<file path="config.mk">
export PLATFORM = sky130hd
export DESIGN_NAME = ysyx_23060229_axi_clint
export DESIGN_NICKNAME = d
export VERILOG_FILES = /design/src/rtl/ysyx_23060229_axi_pkg.sv /design/src/rtl/ysyx_23060229_clint_timer.sv /design/src/rtl/ysyx_23060229_axi_clint.sv
export SDC_FILE = /design/constraint.sdc
export NUM_CORES = 1
export LEC_CHECK = 0
export BUFFER_PORTS_ARGS = -buffer_cell sky130_fd_sc_hd__buf_2
export CORE_MARGIN = 2
export CORE_UTILIZATION = 58
export DETAILED_ROUTE_END_ITERATION = 8
export PLACE_DENSITY = 0.81
export SYNTH_ARGS = -nofsm -noshare
export SYNTH_HDL_FRONTEND = slang
export SYNTH_SLANG_ARGS = --single-unit
</file>
<file path="constraint.sdc">
create_clock -name clock -period 9.2 [get_ports clock]
set_clock_uncertainty 0.1 [all_clocks]
set_input_delay 0 -clock clock [delete_from_list [all_inputs] [get_ports clock]]
set_output_delay 0 -clock clock [all_outputs]
set_load 0.02 [all_outputs]
</file>
<file path="src/rtl/ysyx_23060229_axi_pkg.sv">
`default_nettype none
// ============================================================================
// Module   : ysyx_23060229_axi_pkg
// Purpose  : Shared AXI response/burst codes, CLINT register offsets, FSM
//            state types and address helpers for the AXI CLINT slave.
// Revision : 1.0 - initial release
// ============================================================================
package ysyx_23060229_axi_pkg;

  localparam logic [1:0] RESP_OKAY   = 2'b00;
  localparam logic [1:0] RESP_SLVERR = 2'b10;
  localparam logic [1:0] RESP_DECERR = 2'b11;

  localparam logic [1:0] BURST_FIXED = 2'b00;
  localparam logic [1:0] BURST_INCR  = 2'b01;
  localparam logic [1:0] BURST_WRAP  = 2'b10;

  localparam logic [31:0] CLINT_OFF_LO = 32'd0;
  localparam logic [31:0] CLINT_OFF_HI = 32'd4;

  typedef enum logic [0:0] {
    R_IDLE = 1'b0,
    R_DATA = 1'b1
  } r_state_e;

  typedef enum logic [1:0] {
    W_IDLE = 2'd0,
    W_DATA = 2'd1,
    W_RESP = 2'd2
  } w_state_e;

  typedef enum logic [1:0] {
    SEL_NONE = 2'd0,
    SEL_LO   = 2'd1,
    SEL_HI   = 2'd2
  } clint_sel_e;

  // Which half of mtime a byte address selects; anything else is unmapped.
  function automatic clint_sel_e clint_decode(input logic [31:0] addr,
                                              input logic [31:0] base);
    logic [31:0] off;
    off = addr - base;
    if (off == CLINT_OFF_LO)      clint_decode = SEL_LO;
    else if (off == CLINT_OFF_HI) clint_decode = SEL_HI;
    else                          clint_decode = SEL_NONE;
  endfunction

  // Next beat address: FIXED holds, INCR and WRAP (treated as INCR) step a word.
  function automatic logic [31:0] next_addr(input logic [31:0] addr,
                                            input logic [1:0]  burst);
    case (burst)
      BURST_FIXED: next_addr = addr;
      BURST_INCR,
      BURST_WRAP:  next_addr = addr + 32'd4;
      default:     next_addr = addr + 32'd4;
    endcase
  endfunction

endpackage
`default_nettype wire

</file>
<file path="src/rtl/ysyx_23060229_clint_timer.sv">
`default_nettype none
// ============================================================================
// Module   : ysyx_23060229_clint_timer
// Purpose  : 64-bit mtime counter advanced once every DIV clocks, with a
//            byte-granular write port that takes priority over the increment.
// Revision : 1.0 - initial release
// ============================================================================
module ysyx_23060229_clint_timer #(
  parameter int DIV = 1
) (
  input  logic        clock,
  input  logic        reset,
  input  logic [7:0]  i_wbe,
  input  logic [63:0] i_wdata,
  output logic [63:0] o_mtime
);

  localparam logic [15:0] c_div_last = 16'(DIV - 1);

  logic [15:0] presc_q, presc_d;
  logic [63:0] mtime_q, mtime_d;
  logic        tick;

  // Prescaler rollover produces the tick; a byte write replaces the tick update.
  always_comb begin
    tick    = (presc_q == c_div_last);
    presc_d = tick ? 16'd0 : presc_q + 16'd1;
    mtime_d = mtime_q;
    if (|i_wbe) begin
      for (int b = 0; b < 8; b++) begin
        if (i_wbe[b]) mtime_d[8*b +: 8] = i_wdata[8*b +: 8];
      end
    end else if (tick) begin
      mtime_d = mtime_q + 64'd1;
    end
  end

  // Counter and prescaler state.
  always_ff @(posedge clock or posedge reset) begin
    if (reset) begin
      presc_q <= 16'd0;
      mtime_q <= 64'd0;
    end else begin
      presc_q <= presc_d;
      mtime_q <= mtime_d;
    end
  end

  assign o_mtime = mtime_q;

endmodule
`default_nettype wire

</file>
<file path="src/rtl/ysyx_23060229_axi_clint.sv">
`default_nettype none
// ============================================================================
// Module   : ysyx_23060229_axi_clint
// Purpose  : AXI4 slave exposing the 64-bit CLINT mtime at BASE_ADDR as two
//            32-bit words. Independent read and write FSMs; reads return a
//            snapshot taken at the AR handshake so bursts never tear.
//            Define YSYX_23060229_CLINT_WRITE_EN to make mtime writable;
//            otherwise writes are drained and answered with SLVERR.
// Revision : 1.0 - initial release
// ============================================================================
module ysyx_23060229_axi_clint
  import ysyx_23060229_axi_pkg::*;
#(
  parameter logic [31:0] BASE_ADDR = 32'h0200_0000,
  parameter int          DIV       = 1
) (
  input  logic        clock,
  input  logic        reset,
  input  logic [31:0] araddr,
  input  logic        arvalid,
  output logic        arready,
  input  logic [3:0]  arid,
  input  logic [7:0]  arlen,
  input  logic [2:0]  arsize,
  input  logic [1:0]  arburst,
  output logic [31:0] rdata,
  output logic [1:0]  rresp,
  output logic        rvalid,
  input  logic        rready,
  output logic        rlast,
  output logic [3:0]  rid,
  input  logic [31:0] awaddr,
  input  logic        awvalid,
  output logic        awready,
  input  logic [3:0]  awid,
  input  logic [7:0]  awlen,
  input  logic [2:0]  awsize,
  input  logic [1:0]  awburst,
  input  logic [31:0] wdata,
  input  logic [3:0]  wstrb,
  input  logic        wvalid,
  output logic        wready,
  input  logic        wlast,
  output logic [1:0]  bresp,
  output logic        bvalid,
  input  logic        bready,
  output logic [3:0]  bid
);

  logic [63:0] mtime;
  logic [7:0]  tm_wbe;
  logic [63:0] tm_wdata;

  ysyx_23060229_clint_timer #(.DIV(DIV)) u_timer (
    .clock   (clock),
    .reset   (reset),
    .i_wbe   (tm_wbe),
    .i_wdata (tm_wdata),
    .o_mtime (mtime)
  );

  // Read-side state
  r_state_e    r_state_q, r_state_d;
  logic        rvalid_q, rvalid_d, rlast_q, rlast_d;
  logic [31:0] rdata_q, rdata_d, raddr_q, raddr_d;
  logic [1:0]  rresp_q, rresp_d, rburst_q, rburst_d;
  logic [3:0]  rid_q, rid_d;
  logic [7:0]  rlen_q, rlen_d;
  logic [8:0]  rcnt_q, rcnt_d;
  logic [63:0] snap_q, snap_d;
  logic [33:0] beat;

  // Read data/response for one beat from a given snapshot.
  function automatic logic [33:0] rd_beat(input logic [31:0] addr, input logic [63:0] snap);
    case (clint_decode(addr, BASE_ADDR))
      SEL_LO:  rd_beat = {RESP_OKAY, snap[31:0]};
      SEL_HI:  rd_beat = {RESP_OKAY, snap[63:32]};
      default: rd_beat = {RESP_DECERR, 32'd0};
    endcase
  endfunction

  // Read FSM next state: capture the request and snapshot, then stream beats.
  always_comb begin
    r_state_d = r_state_q;
    rvalid_d  = rvalid_q;
    rlast_d   = rlast_q;
    rdata_d   = rdata_q;
    rresp_d   = rresp_q;
    rid_d     = rid_q;
    raddr_d   = raddr_q;
    rburst_d  = rburst_q;
    rlen_d    = rlen_q;
    rcnt_d    = rcnt_q;
    snap_d    = snap_q;
    beat      = 34'd0;
    case (r_state_q)
      R_IDLE: begin
        if (arvalid) begin
          snap_d    = mtime;
          raddr_d   = araddr;
          rburst_d  = arburst;
          rlen_d    = arlen;
          rid_d     = arid;
          rcnt_d    = 9'd0;
          beat      = rd_beat(araddr, mtime);
          rdata_d   = beat[31:0];
          rresp_d   = beat[33:32];
          rlast_d   = (arlen == 8'd0);
          rvalid_d  = 1'b1;
          r_state_d = R_DATA;
        end
      end
      R_DATA: begin
        if (rready) begin
          if (rlast_q) begin
            rvalid_d  = 1'b0;
            rlast_d   = 1'b0;
            r_state_d = R_IDLE;
          end else begin
            raddr_d = next_addr(raddr_q, rburst_q);
            rcnt_d  = rcnt_q + 9'd1;
            beat    = rd_beat(raddr_d, snap_q);
            rdata_d = beat[31:0];
            rresp_d = beat[33:32];
            rlast_d = (rcnt_d == {1'b0, rlen_q});
          end
        end
      end
      default: r_state_d = R_IDLE;
    endcase
  end

  // Read-side registers; reset aborts any burst in flight.
  always_ff @(posedge clock or posedge reset) begin
    if (reset) begin
      r_state_q <= R_IDLE;
      rvalid_q  <= 1'b0;
      rlast_q   <= 1'b0;
      rdata_q   <= 32'd0;
      rresp_q   <= 2'd0;
      rid_q     <= 4'd0;
      raddr_q   <= 32'd0;
      rburst_q  <= 2'd0;
      rlen_q    <= 8'd0;
      rcnt_q    <= 9'd0;
      snap_q    <= 64'd0;
    end else begin
      r_state_q <= r_state_d;
      rvalid_q  <= rvalid_d;
      rlast_q   <= rlast_d;
      rdata_q   <= rdata_d;
      rresp_q   <= rresp_d;
      rid_q     <= rid_d;
      raddr_q   <= raddr_d;
      rburst_q  <= rburst_d;
      rlen_q    <= rlen_d;
      rcnt_q    <= rcnt_d;
      snap_q    <= snap_d;
    end
  end

  // Ready is a state decode held low during reset so it rises right at release.
  assign arready = (r_state_q == R_IDLE) & ~reset;
  assign rvalid  = rvalid_q;
  assign rlast   = rlast_q;
  assign rdata   = rdata_q;
  assign rresp   = rresp_q;
  assign rid     = rid_q;

  // Write-side state
  w_state_e    w_state_q, w_state_d;
  logic        wready_q, wready_d, bvalid_q, bvalid_d, werr_q, werr_d, last_beat;
  logic [31:0] waddr_q, waddr_d;
  logic [1:0]  wburst_q, wburst_d, bresp_q, bresp_d;
  logic [3:0]  bid_q, bid_d;
  logic [7:0]  wlen_q, wlen_d;
  logic [8:0]  wcnt_q, wcnt_d;
`ifdef YSYX_23060229_CLINT_WRITE_EN
  logic        wdec_q, wdec_d;
`endif

  // Write FSM next state: AW, then exactly awlen+1 W beats, then B response.
  always_comb begin
    w_state_d = w_state_q;
    wready_d  = wready_q;
    bvalid_d  = bvalid_q;
    bresp_d   = bresp_q;
    bid_d     = bid_q;
    waddr_d   = waddr_q;
    wburst_d  = wburst_q;
    wlen_d    = wlen_q;
    wcnt_d    = wcnt_q;
    werr_d    = werr_q;
    last_beat = 1'b0;
    tm_wbe    = 8'd0;
    tm_wdata  = 64'd0;
`ifdef YSYX_23060229_CLINT_WRITE_EN
    wdec_d    = wdec_q;
`endif
    case (w_state_q)
      W_IDLE: begin
        if (awvalid) begin
          waddr_d   = awaddr;
          wburst_d  = awburst;
          wlen_d    = awlen;
          bid_d     = awid;
          wcnt_d    = 9'd0;
          werr_d    = 1'b0;
`ifdef YSYX_23060229_CLINT_WRITE_EN
          wdec_d    = 1'b0;
`endif
          wready_d  = 1'b1;
          w_state_d = W_DATA;
        end
      end
      W_DATA: begin
        if (wvalid) begin
          last_beat = (wcnt_q == {1'b0, wlen_q});
          // wlast must coincide with the counted final beat.
          if (wlast != last_beat) werr_d = 1'b1;
`ifdef YSYX_23060229_CLINT_WRITE_EN
          case (clint_decode(waddr_q, BASE_ADDR))
            SEL_LO: begin
              tm_wbe   = {4'd0, wstrb};
              tm_wdata = {32'd0, wdata};
            end
            SEL_HI: begin
              tm_wbe   = {wstrb, 4'd0};
              tm_wdata = {wdata, 32'd0};
            end
            default: wdec_d = 1'b1;
          endcase
`endif
          waddr_d = next_addr(waddr_q, wburst_q);
          wcnt_d  = wcnt_q + 9'd1;
          if (last_beat) begin
            wready_d  = 1'b0;
            bvalid_d  = 1'b1;
`ifdef YSYX_23060229_CLINT_WRITE_EN
            if (werr_d)      bresp_d = RESP_SLVERR;
            else if (wdec_d) bresp_d = RESP_DECERR;
            else             bresp_d = RESP_OKAY;
`else
            bresp_d   = RESP_SLVERR;
`endif
            w_state_d = W_RESP;
          end
        end
      end
      W_RESP: begin
        if (bready) begin
          bvalid_d  = 1'b0;
          w_state_d = W_IDLE;
        end
      end
      default: w_state_d = W_IDLE;
    endcase
  end

  // Write-side registers.
  always_ff @(posedge clock or posedge reset) begin
    if (reset) begin
      w_state_q <= W_IDLE;
      wready_q  <= 1'b0;
      bvalid_q  <= 1'b0;
      bresp_q   <= 2'd0;
      bid_q     <= 4'd0;
      waddr_q   <= 32'd0;
      wburst_q  <= 2'd0;
      wlen_q    <= 8'd0;
      wcnt_q    <= 9'd0;
      werr_q    <= 1'b0;
`ifdef YSYX_23060229_CLINT_WRITE_EN
      wdec_q    <= 1'b0;
`endif
    end else begin
      w_state_q <= w_state_d;
      wready_q  <= wready_d;
      bvalid_q  <= bvalid_d;
      bresp_q   <= bresp_d;
      bid_q     <= bid_d;
      waddr_q   <= waddr_d;
      wburst_q  <= wburst_d;
      wlen_q    <= wlen_d;
      wcnt_q    <= wcnt_d;
      werr_q    <= werr_d;
`ifdef YSYX_23060229_CLINT_WRITE_EN
      wdec_q    <= wdec_d;
`endif
    end
  end

  assign awready = (w_state_q == W_IDLE) & ~reset;
  assign wready  = wready_q;
  assign bvalid  = bvalid_q;
  assign bresp   = bresp_q;
  assign bid     = bid_q;

  // Transfer size is always a 32-bit word; write data is dropped when read-only.
  logic unused_inputs;
`ifdef YSYX_23060229_CLINT_WRITE_EN
  assign unused_inputs = ^{arsize, awsize};
`else
  assign unused_inputs = ^{arsize, awsize, wdata, wstrb};
`endif

endmodule
`default_nettype wire

</file>
# After elaboration in Yosys (flattened, before gate mapping)

Cells that the tools add are included.

Add/sub/neg operators: 7
Eq/ne operators: 18
Mux-type cells: 60
Bitwise operators: 4
Reductions and logical operators: 18

Operators with widths:

| operator                 | number |
|---|---|
| $mux W32                 | 10 |
| $pmux W34 S2             | 2 |
| $pmux W32 S2             | 2 |
| $add A64 B1 Y64 const B  | 1 |
| $eq A32 B3 Y1 const B    | 2 |
| $logic_not A32 Y1        | 2 |
| $sub A32 B26 Y32 const B | 2 |
| $mux W9                  | 5 |
| $pmux W9 S2              | 2 |
| $add A32 B3 Y32 const B  | 1 |
| $mux W2                  | 16 |
| $add A9 B1 Y9 const B    | 2 |
| $eq A9 B8 Y1             | 2 |
| $add A16 B1 Y16 const B  | 1 |
| $logic_not A16 Y1        | 1 |
| $mux W16                 | 1 |
| $mux W1                  | 15 |
| $ne A2 B2 Y1 const B     | 7 |
| $reduce_and A3 Y1        | 4 |
| $reduce_and A4 Y1        | 3 |
| $pmux W1 S2              | 5 |
| $logic_not A8 Y1         | 1 |
| $eq A2 B1 Y1 const B     | 3 |
| $eq A2 B2 Y1 const B     | 3 |
| other kinds (8)          | 14 |

Flip-flop bits (word level): 262
Bits of input ports: 142
Logic and storage cells: 127

# Depth between registers and ports, before layout

Gate-level depths: netlist of the first run.

Depth after elaboration: 17
Gate-level depth with buffers: 13

# Cells and area by module

A second synthesis of the first run with hierarchy kept.

Cells, all modules: 1,826
Area, all modules: 15,713.8 µm²

By module, submodules not included:

| module                    | instances | cells an instance | area each (µm²) |
|---|---|---|---|
| ysyx_23060229_axi_clint   | 1         | 1,197             | 10,555.1 |
| ysyx_23060229_clint_timer | 1         | 629               | 5,158.7 |

# Least setup slack after synthesis of the first run

No wires, ideal clock.

Kind: flip-flop to flip-flop
Start: register raddr_q[8]
End: register rdata_q[29] (netlist: rdata[29])
Arrival: 2.656 ns
Required time: 9.017 ns
Path slack: 6.362 ns
Stages on the path, launching flop included: 13
Buffers on the path: 2
Period minus slack after synthesis: 2.838 ns
Cells stage by stage: dfrtp_1 buf_4 nand3_1 or3_4 nor3_1 xnor2_1 ha_1 xor2_1 xnor2_1 nor4_4 buf_6 nand3b_1 o22ai_1

Longest elaborated chain between the ends: 17
Elaborated cells on any way between the ends: 19

Ends and longest elaborated chain:

| element                                      | RTL line                                                 | source |
|---|---|---|
| from (decl)                                  | ysyx_23060229_axi_clint.sv:65                            | `logic [31:0] rdata_q, rdata_d, raddr_q, raddr_d;` |
| from (signal assigned)                       | ysyx_23060229_axi_clint.sv:154                           | `raddr_q <= raddr_d;` |
| $add A32 B3 Y32                              | ysyx_23060229_axi_pkg.sv:54, ysyx_23060229_axi_pkg.sv:55 |  |
| $mux W32 *                                   | --                                                       |  |
| $mux W32 *                                   | ysyx_23060229_axi_clint.sv:115                           | `if (rlast_q) begin` |
| $mux W32 *                                   | ysyx_23060229_axi_clint.sv:114                           | `if (rready) begin` |
| $mux W32 *                                   | ysyx_23060229_axi_clint.sv:96                            | `case (r_state_q)` |
| $sub A32 B26 Y32 *                           | ysyx_23060229_axi_pkg.sv:42                              | `off = addr - base;` |
| $eq A32 B3 Y1                                | ysyx_23060229_axi_pkg.sv:44                              | `else if (off == CLINT_OFF_HI) clint_decode = SEL_HI;` |
| $mux W2                                      | ysyx_23060229_axi_pkg.sv:44                              |  |
| $mux W2 *                                    | ysyx_23060229_axi_pkg.sv:43                              | `if (off == CLINT_OFF_LO) clint_decode = SEL_LO;` |
| $mux W2 *                                    | ysyx_23060229_axi_clint.sv:115                           |  |
| $mux W2 *                                    | ysyx_23060229_axi_clint.sv:114                           |  |
| $mux W2 *                                    | ysyx_23060229_axi_clint.sv:96                            |  |
| $eq A2 B2 Y1 or $eq A2 B1 Y1 (tied branches) | ysyx_23060229_axi_clint.sv:75                            | `case (clint_decode(addr, BASE_ADDR))` |
| $pmux W34 S2 *                               | ysyx_23060229_axi_clint.sv:75                            |  |
| $mux W32 *                                   | ysyx_23060229_axi_clint.sv:115                           |  |
| $mux W32 *                                   | ysyx_23060229_axi_clint.sv:114                           |  |
| $pmux W32 S2 *                               | ysyx_23060229_axi_clint.sv:96                            |  |
| to (signal assigned)                         | ysyx_23060229_axi_clint.sv:151                           | `rdata_q <= rdata_d;` |
| to (decl)                                    | ysyx_23060229_axi_clint.sv:65                            |  |

Every way passes the cells marked *; elsewhere a longest branch is shown, timed or not. The select of a mux whose other input is x is not followed.
A chain may end at the register's enable or synchronous reset.

# Worst setup path in the final report of the first run

Start: register r_state_q
End: register rdata_q[22] (netlist: rdata[22])

Longest elaborated chain between the ends: 3
Elaborated cells on any way between the ends: 6

Ends and longest elaborated chain:

| element                            | RTL line                       | source |
|---|---|---|
| from (decl)                        | ysyx_23060229_axi_clint.sv:63  | `r_state_e r_state_q, r_state_d;` |
| from (signal assigned)             | ysyx_23060229_axi_clint.sv:148 | `r_state_q <= r_state_d;` |
| $not A1 Y1 (no source line)        | --                             |  |
| $ne A2 B2 Y1 (no source line)      | --                             |  |
| $reduce_and A3 Y1 (no source line) | --                             |  |

Several ways; a longest one is shown, not always the timed one.

==> results of run 1 <==
path summary, 6_finish.rpt:
path | to | startpoint | cells past startpoint
hold reg to reg | snap_q[35] | snap_q[35] | 2
hold / removal | rid[3] | arid[3] | 4
setup reg to reg | rdata[22] | r_state_q | 6
min in group asynchronous | w_state_q[1] | reset | 3
max in group asynchronous | u_timer.o_mtime[40] | reset | 4
setup / recovery | rdata[22] | r_state_q | 6
sequential cells by signal, indices dropped and copies added, names as in the netlist, 8 cells and up:
register	count
raddr_q	32
rcnt_q	9
rdata	32
rlen_q	8
snap_q	64
u_timer.o_mtime	64
u_timer.presc_q	16
wcnt_q	9
wlen_q	8
power groups by stage:
stage / Clock, uW / Combinational, uW / Sequential [uW]
4_1_cts: 1120 / 1320 / 1620
6_report: 1100 / 1340 / 1630
3_3_place_gp: 0 / 1240 / 1630
3_5_place_dp: 0 / 1270 / 1640
2_1_floorplan: 0 / 881 / 1660
5_1_grt: 1160 / 1470 / 1670
placed cells by master (no fill, tap or decap), types with 17 or more instances in the layout:
cell type / count
o22ai_1: 42
xnor2_1: 84
nand4_1: 33
inv_1: 18
nand2_1: 309
and3_1: 25
nor2_1: 58
nor3_1: 17
buf_2: 113
nand3_1: 59
a21oi_1: 25
xor2_1: 35
clkbuf_16: 28
dlygate4sd3_1: 81
dfrtp_1: 261
mux2_2: 46
nand3b_1: 32
o21ai_0: 108
mux2i_1: 39
tightest hold or removal path, cell delays in order:
cell	delay, ns
dlygate4sd3_1	0.52
buf_2	0.10
nand2_1	0.04
nand2_1	0.05
cells by family after synthesis:
kind of cell	count (synthesis)
compound gates	224
xor+xnor	120
mux	85
flops	261
fa+ha+maj	8
simple gates	607
buf+inv	101
other cells	1
what timing repair did:
item / 4_1_cts / 5_1_grt
resized for setup: 0 / 0
hold endpoints to repair: 200 / 0
hold buffers: 81 / 0
through the flow:
stage	util	area (sq um)
final	0.696	15800
after global placement	0.620	14000
after floorplan	-	13400
after detailed placement	0.620	14000
after global routing	0.696	15800
after CTS	0.696	15800
layer usage:
metal  vias to the layer above  part of all wire  global-route usage
li1                       5217                 -                   -
met1                      5568              0.42               0.373
met2                       420              0.49               0.472
met3                        75             0.065              0.0536
met4                         0             0.026              0.0926
met5                         -                 0                   0
area by class of cell:
class / count / area share
Tap cell: 285 / 0.0226
Timing Repair Buffer: 206 / 0.0931
Sequential cell: 261 / 0.415
Clock buffer: 40 / 0.0524
Clock inverter: 7 / 0.00453
Inverter: 19 / 0.00500
Multi-Input combinational cell: 1045 / 0.408
==> results.py, run 1 <==
metrics = {
    "critical_path": {
        "path_buf_inv": 1,
        "cp-start-kind": "flop",
        "arrival_ns": 4.11,
        "critical_path_class": "reg2reg",
        "worstSetupEndpointType": "flop",
        "slowest_delay_ns": 0.86,
        "path_cells": "nand3_1 -> nand2_1 -> buf_4 -> o21ai_0 -> nand3b_1 -> o22ai_1",
        "rrSetupSlack_ns": 5.44,
        "path_delay_family": "simple AND/OR/NAND/NOR gates",
        "cp_slowest_cell": "nand3_1",
        "path_max_fanout": 35,
        "required_ns": 9.55,
    },
    "synthesis": {
        "yosys.cell_count.top_type": "nand2_1",
        "syn-num-nets": 1557,
        "synthMuxAreaShare": 0.0680,
        "synthAdderAreaFrac": 0.00749,
        "synth_compound_area_frac": 0.102,
        "synth-seq-cells": 261,
        "synth_warnings": 0,
        "synth_xor_area_frac": 0.0787,
        "synth_flop_cell": "dfrtp_1",
        "synth-edff-count": 0,
        "synthTopCellsByCount": "310 x nand2_1, 261 x dfrtp_1, 108 x o21ai_0",
        "synthCells": 1407,
        "synth_top_area_frac": 0.489,
        "synth_area_leaders": "dfrtp_1 49%, nand2_1 8.7%, xnor2_1 5.6%",
        "yosysTopAreaCell": "dfrtp_1",
        "synth_top_family_by_area": "simple AND/OR/NAND/NOR gates",
        "synth_cell_types": 65,
        "syn_area_per_cell_sq_um": 9.50,
        "syn_area_sq_um": 13400,
        "synthSimpleGateAreaFrac": 0.222,
        "seq_area_frac_synth": 0.489,
        "async_flop_share": 1.00,
    },
    "clock_network": {
        "cts_root_buffer": "clkbuf_16",
        "cts_htree_levels": 1,
        "clock_sinks": 261,
        "tritoncts": "built",
        "clockBufferDepth": 3,
        "clkTransAtPathRegs_ns": 0.06,
        "cts_setup_buffers": 0,
        "cts_made_buffers": 28,
        "clock_latency_ns": 0.55,
    },
    "power_and_ir_drop": {
        "comb_power_share": 0.329,
        "internal_power_uw": 2580,
        "p_leak_uw": 0.00724,
        "clkPwrFrac": 0.270,
        "seq_power_share": 0.401,
        "ir_drop_mv": 0.199,
        "p_per_area_nw_per_um2": 259,
        "switching_share": 0.368,
        "switchingPower_uw": 1500,
        "power_uw": 4080,
    },
    "layout": {
        "multi_input_area_sq_um": 6420,
        "num_antenna_cells": 0,
        "design.final.nets": 1711,
        "num-fill-cells": 1613,
        "fin_cells": 1863,
        "syn2layout_area_growth_pct": 17.9,
        "seq_area_sq_um": 6530,
        "drive_above_1_share": 0.155,
    },
    "timing": {
        "tns_ns": 0,
        "hold_viol_final": 0,
        "finalCriticalPeriod_ns": 3.76,
        "slew_violations": 0,
        "setup_viol": 0,
        "max_slew_margin": 0.206,
        "rsz0062_at_grt": "no",
        "setup_ws_ns": 5.44,
        "final.period_utilization": 0.408,
        "max_freq_mhz": 266,
        "timing.hold.ws_ns": 0.0943,
        "tightest_slew_ns": 1.19,
    },
    "floorplan": {
        "io_pins": 192,
        "core_area_sq_um": 22600,
        "initial_core_util": 0.590,
        "die_x_um": 156,
        "die_h_um": 156,
        "die_area_sq_um": 24300,
        "rows": 55,
    },
    "routing": {
        "num_vias": 11300,
        "routed_wl_mm": 33.7,
        "vias_per_cell": 6.05,
        "drc": 0,
        "first_iter_violations": 828,
        "wl_per_cell_um": 18.1,
        "dr.pass1.iters": 5,
        "ant_nets": 0,
    },
    "place": {
        "gp_congestion": 0.921,
        "hpwl_mm": 19.8,
        "port_buffers": 113,
        "dp_cells": 1735,
        "pre_cts_slack_ns": 5.64,
    },
    "grt": {
        "overflow": 0,
        "grt_antenna_before_repair": 0,
        "grt_pass1_wl_mm": 56.2,
        "grt_max_degree": 128,
        "grt_pass1_vias": 11300,
        "grt_usage": 0.282,
    },
    "status": {
        "status": "finished clean",
    },
    "min_path": {
        "min_path_type": "in2reg",
    },
    "flow_run": {
        "maxCapViolCount": 0,
    },
}
Note: power is estimated with default switching activity, not from simulation.
==> run 2: changes to the inputs <==
--- a/config.mk
+++ b/config.mk
@@ -7,9 +7,9 @@
 export LEC_CHECK = 0
 export BUFFER_PORTS_ARGS = -buffer_cell sky130_fd_sc_hd__buf_2
 export CORE_MARGIN = 2
-export CORE_UTILIZATION = 58
+export CORE_UTILIZATION = 52
 export DETAILED_ROUTE_END_ITERATION = 8
-export PLACE_DENSITY = 0.81
+export PLACE_DENSITY = 0.76
 export SYNTH_ARGS = -nofsm -noshare
 export SYNTH_HDL_FRONTEND = slang
 export SYNTH_SLANG_ARGS = --single-unit
==> constraint.sdc (replaced) <==
create_clock -name clock -period 3.05 [get_ports clock]
set_clock_uncertainty 0.1 [all_clocks]
set_input_delay 0 -clock clock [delete_from_list [all_inputs] [get_ports clock]]
set_output_delay 0 -clock clock [all_outputs]
set_load 0.02 [all_outputs]
==> run 2 against run 1 <==
  * Global-route usage decreased by 2.2 points
  * Critical path type unchanged
  * Flip-flop and latch count unchanged
  * Largest power group unchanged
  * Clock power grew to 3.5 times the previous value
==> results.py, run 2 (same netlist as run 1, synthesis figures left out) <==
metrics = {
    "status": {
        "status": "finished clean",
    },
    "place": {
        "pre_cts_slack_ns": 0.0712,
        "hpwl_mm": 21.4,
        "dp_cells": 1838,
        "placed_area_sq_um": 14600,
        "gp_congestion": 0.860,
        "port_buffers": 113,
    },
    "timing": {
        "max_freq_mhz": 340,
        "tightest_slew_ns": 0.727,
        "setup_ws_ns": 0.105,
        "hold_viol_final": 0,
        "max_slew_margin": 0.513,
        "setup_viol": 0,
        "rsz0062_at_grt": "yes",
        "finalCriticalPeriod_ns": 2.95,
        "final.period_utilization": 0.966,
        "slew_violations": 0,
    },
    "grt": {
        "grt_max_degree": 125,
        "overflow": 0,
        "grt_antenna_before_repair": 0,
        "grt_pass1_wl_mm": 56.6,
        "grt_usage": 0.260,
        "grt_pass1_vias": 11200,
    },
    "routing": {
        "dr.pass1.iters": 7,
        "first_iter_violations": 892,
        "routed_wl_mm": 34.9,
        "drc": 0,
        "ant_nets": 0,
        "vias_per_cell": 5.76,
        "wl_per_cell_um": 17.8,
        "num_vias": 11300,
    },
    "clock_network": {
        "cts_htree_levels": 1,
        "clock_latency_ns": 0.54,
        "clockBufferDepth": 3,
        "clkTransAtPathRegs_ns": 0.06,
        "tritoncts": "built",
        "cts_setup_buffers": 0,
        "cts_made_buffers": 29,
        "cts_root_buffer": "clkbuf_16",
        "clock_sinks": 261,
    },
    "critical_path": {
        "path_buf_inv": 1,
        "required_ns": 3.39,
        "cp_slowest_cell": "or3_4",
        "slowest_delay_ns": 0.45,
        "arrival_ns": 3.29,
        "startpoint": "raddr_q[3]",
        "critical_path_class": "reg2reg",
        "path_delay_family": "simple AND/OR/NAND/NOR gates",
        "worstReg2RegStart": "raddr_q[3]",
        "worstSetupEndpointType": "flop",
        "path_cells": "o2111ai_2 -> or3_4 -> nor3_4 -> xnor2_1 -> ha_1 -> and3_1 -> o2111ai_1 -> a2111oi_2 -> nand2_1 -> buf_12 -> o22ai_1",
        "cp-start-kind": "flop",
        "path_max_fanout": 32,
    },
    "floorplan": {
        "io_pins": 192,
        "core_area_sq_um": 25200,
        "die_x_um": 164,
        "die_area_sq_um": 27000,
        "die_h_um": 164,
        "rows": 58,
        "initial_core_util": 0.531,
    },
    "layout": {
        "syn2layout_area_growth_pct": 22.8,
        "final_cell_area_sq_um": 16400,
        "num_antenna_cells": 0,
        "layout_commonest_cell": "nand2_1",
        "fin_cells": 1960,
        "drive_above_1_share": 0.194,
        "design.final.nets": 1758,
        "final_cell_mix": "309 x nand2_1, 260 x dfrtp_1, 113 x buf_2, 108 x o21ai_0, 84 x xnor2_1",
        "final_core_util": 0.652,
        "num-fill-cells": 1962,
    },
    "flow_run": {
        "maxCapViolCount": 0,
    },
    "power_and_ir_drop": {
        "ir_drop_mv": 0.589,
        "p_leak_uw": 0.00763,
        "power_uw": 13100,
        "p_per_area_nw_per_um2": 799,
    },
    "min_path": {
        "min_path_type": "in2async",
    },
}
## run 2: report_power, final
group | switching, uW | total [uW] | internal, uW
registers | 548 | 4720 | 4170
logic | 2680 | 4580 | 1890
clock network | 1430 | 3820 | 2390
total | 4660 | 13100 | 8460
## run 2: final timing paths
path                                       end  slack [ns]  cells after the start
min                        u_timer.presc_q[14]        0.06                      3
max in group asynchronous           raddr_q[6]        1.91                      4
min reg2reg                             rid[2]        0.37                      2
max                                  rdata[16]        0.10                     11
max reg2reg                          rdata[16]        0.10                     11
min in group clock                      rid[3]        0.11                      4
## run 2: layer usage
layer | vias to the layer above | part of all wire | GRT usage
li1 | 5325 | - | -
met4 | 0 | 0.020 | 0.0666
met1 | 5522 | 0.43 | 0.340
met3 | 55 | 0.068 | 0.0477
met5 | - | 0 | 0
met2 | 391 | 0.49 | 0.446
## run 2: metrics by stage
stage	hold slack, ns	setup TNS (ns)
2_1_floorplan	-0.0251	-128.30
3_3_place_gp	0.0864	0
3_5_place_dp	0.0902	0
4_1_cts	0.0668	0
5_1_grt	0.0962	-0.00784
6_report	0.0618	0
## run 2: cell type report
| cell class | instances | area [sq um] | share of cell area |
|---|---|---|---|
| sequential | 261 | 6530 | 0.398 |
| multi-input combinational | 1045 | 6460 | 0.394 |
| timing repair buffer | 252 | 1870 | 0.114 |
| clock buffer | 37 | 816 | 0.0497 |
| tap | 330 | 413 | 0.0252 |
| clock inverter | 16 | 241 | 0.0147 |
| inverter | 19 | 75.1 | 0.00458 |
## run 2: tightest hold or removal path, stage by stage
cell           delay (ns)
dlygate4sd3_1        0.53
buf_2                0.15
clkinvlp_4           0.49
## run 2: repair_timing
| action | CTS | global route |
|---|---|---|
| endpoints found under the setup margin | 0 | 32 |
| resized for setup | 0 | 7 |
| hold endpoints to repair | 134 | 0 |
| hold buffers | 69 | 0 |
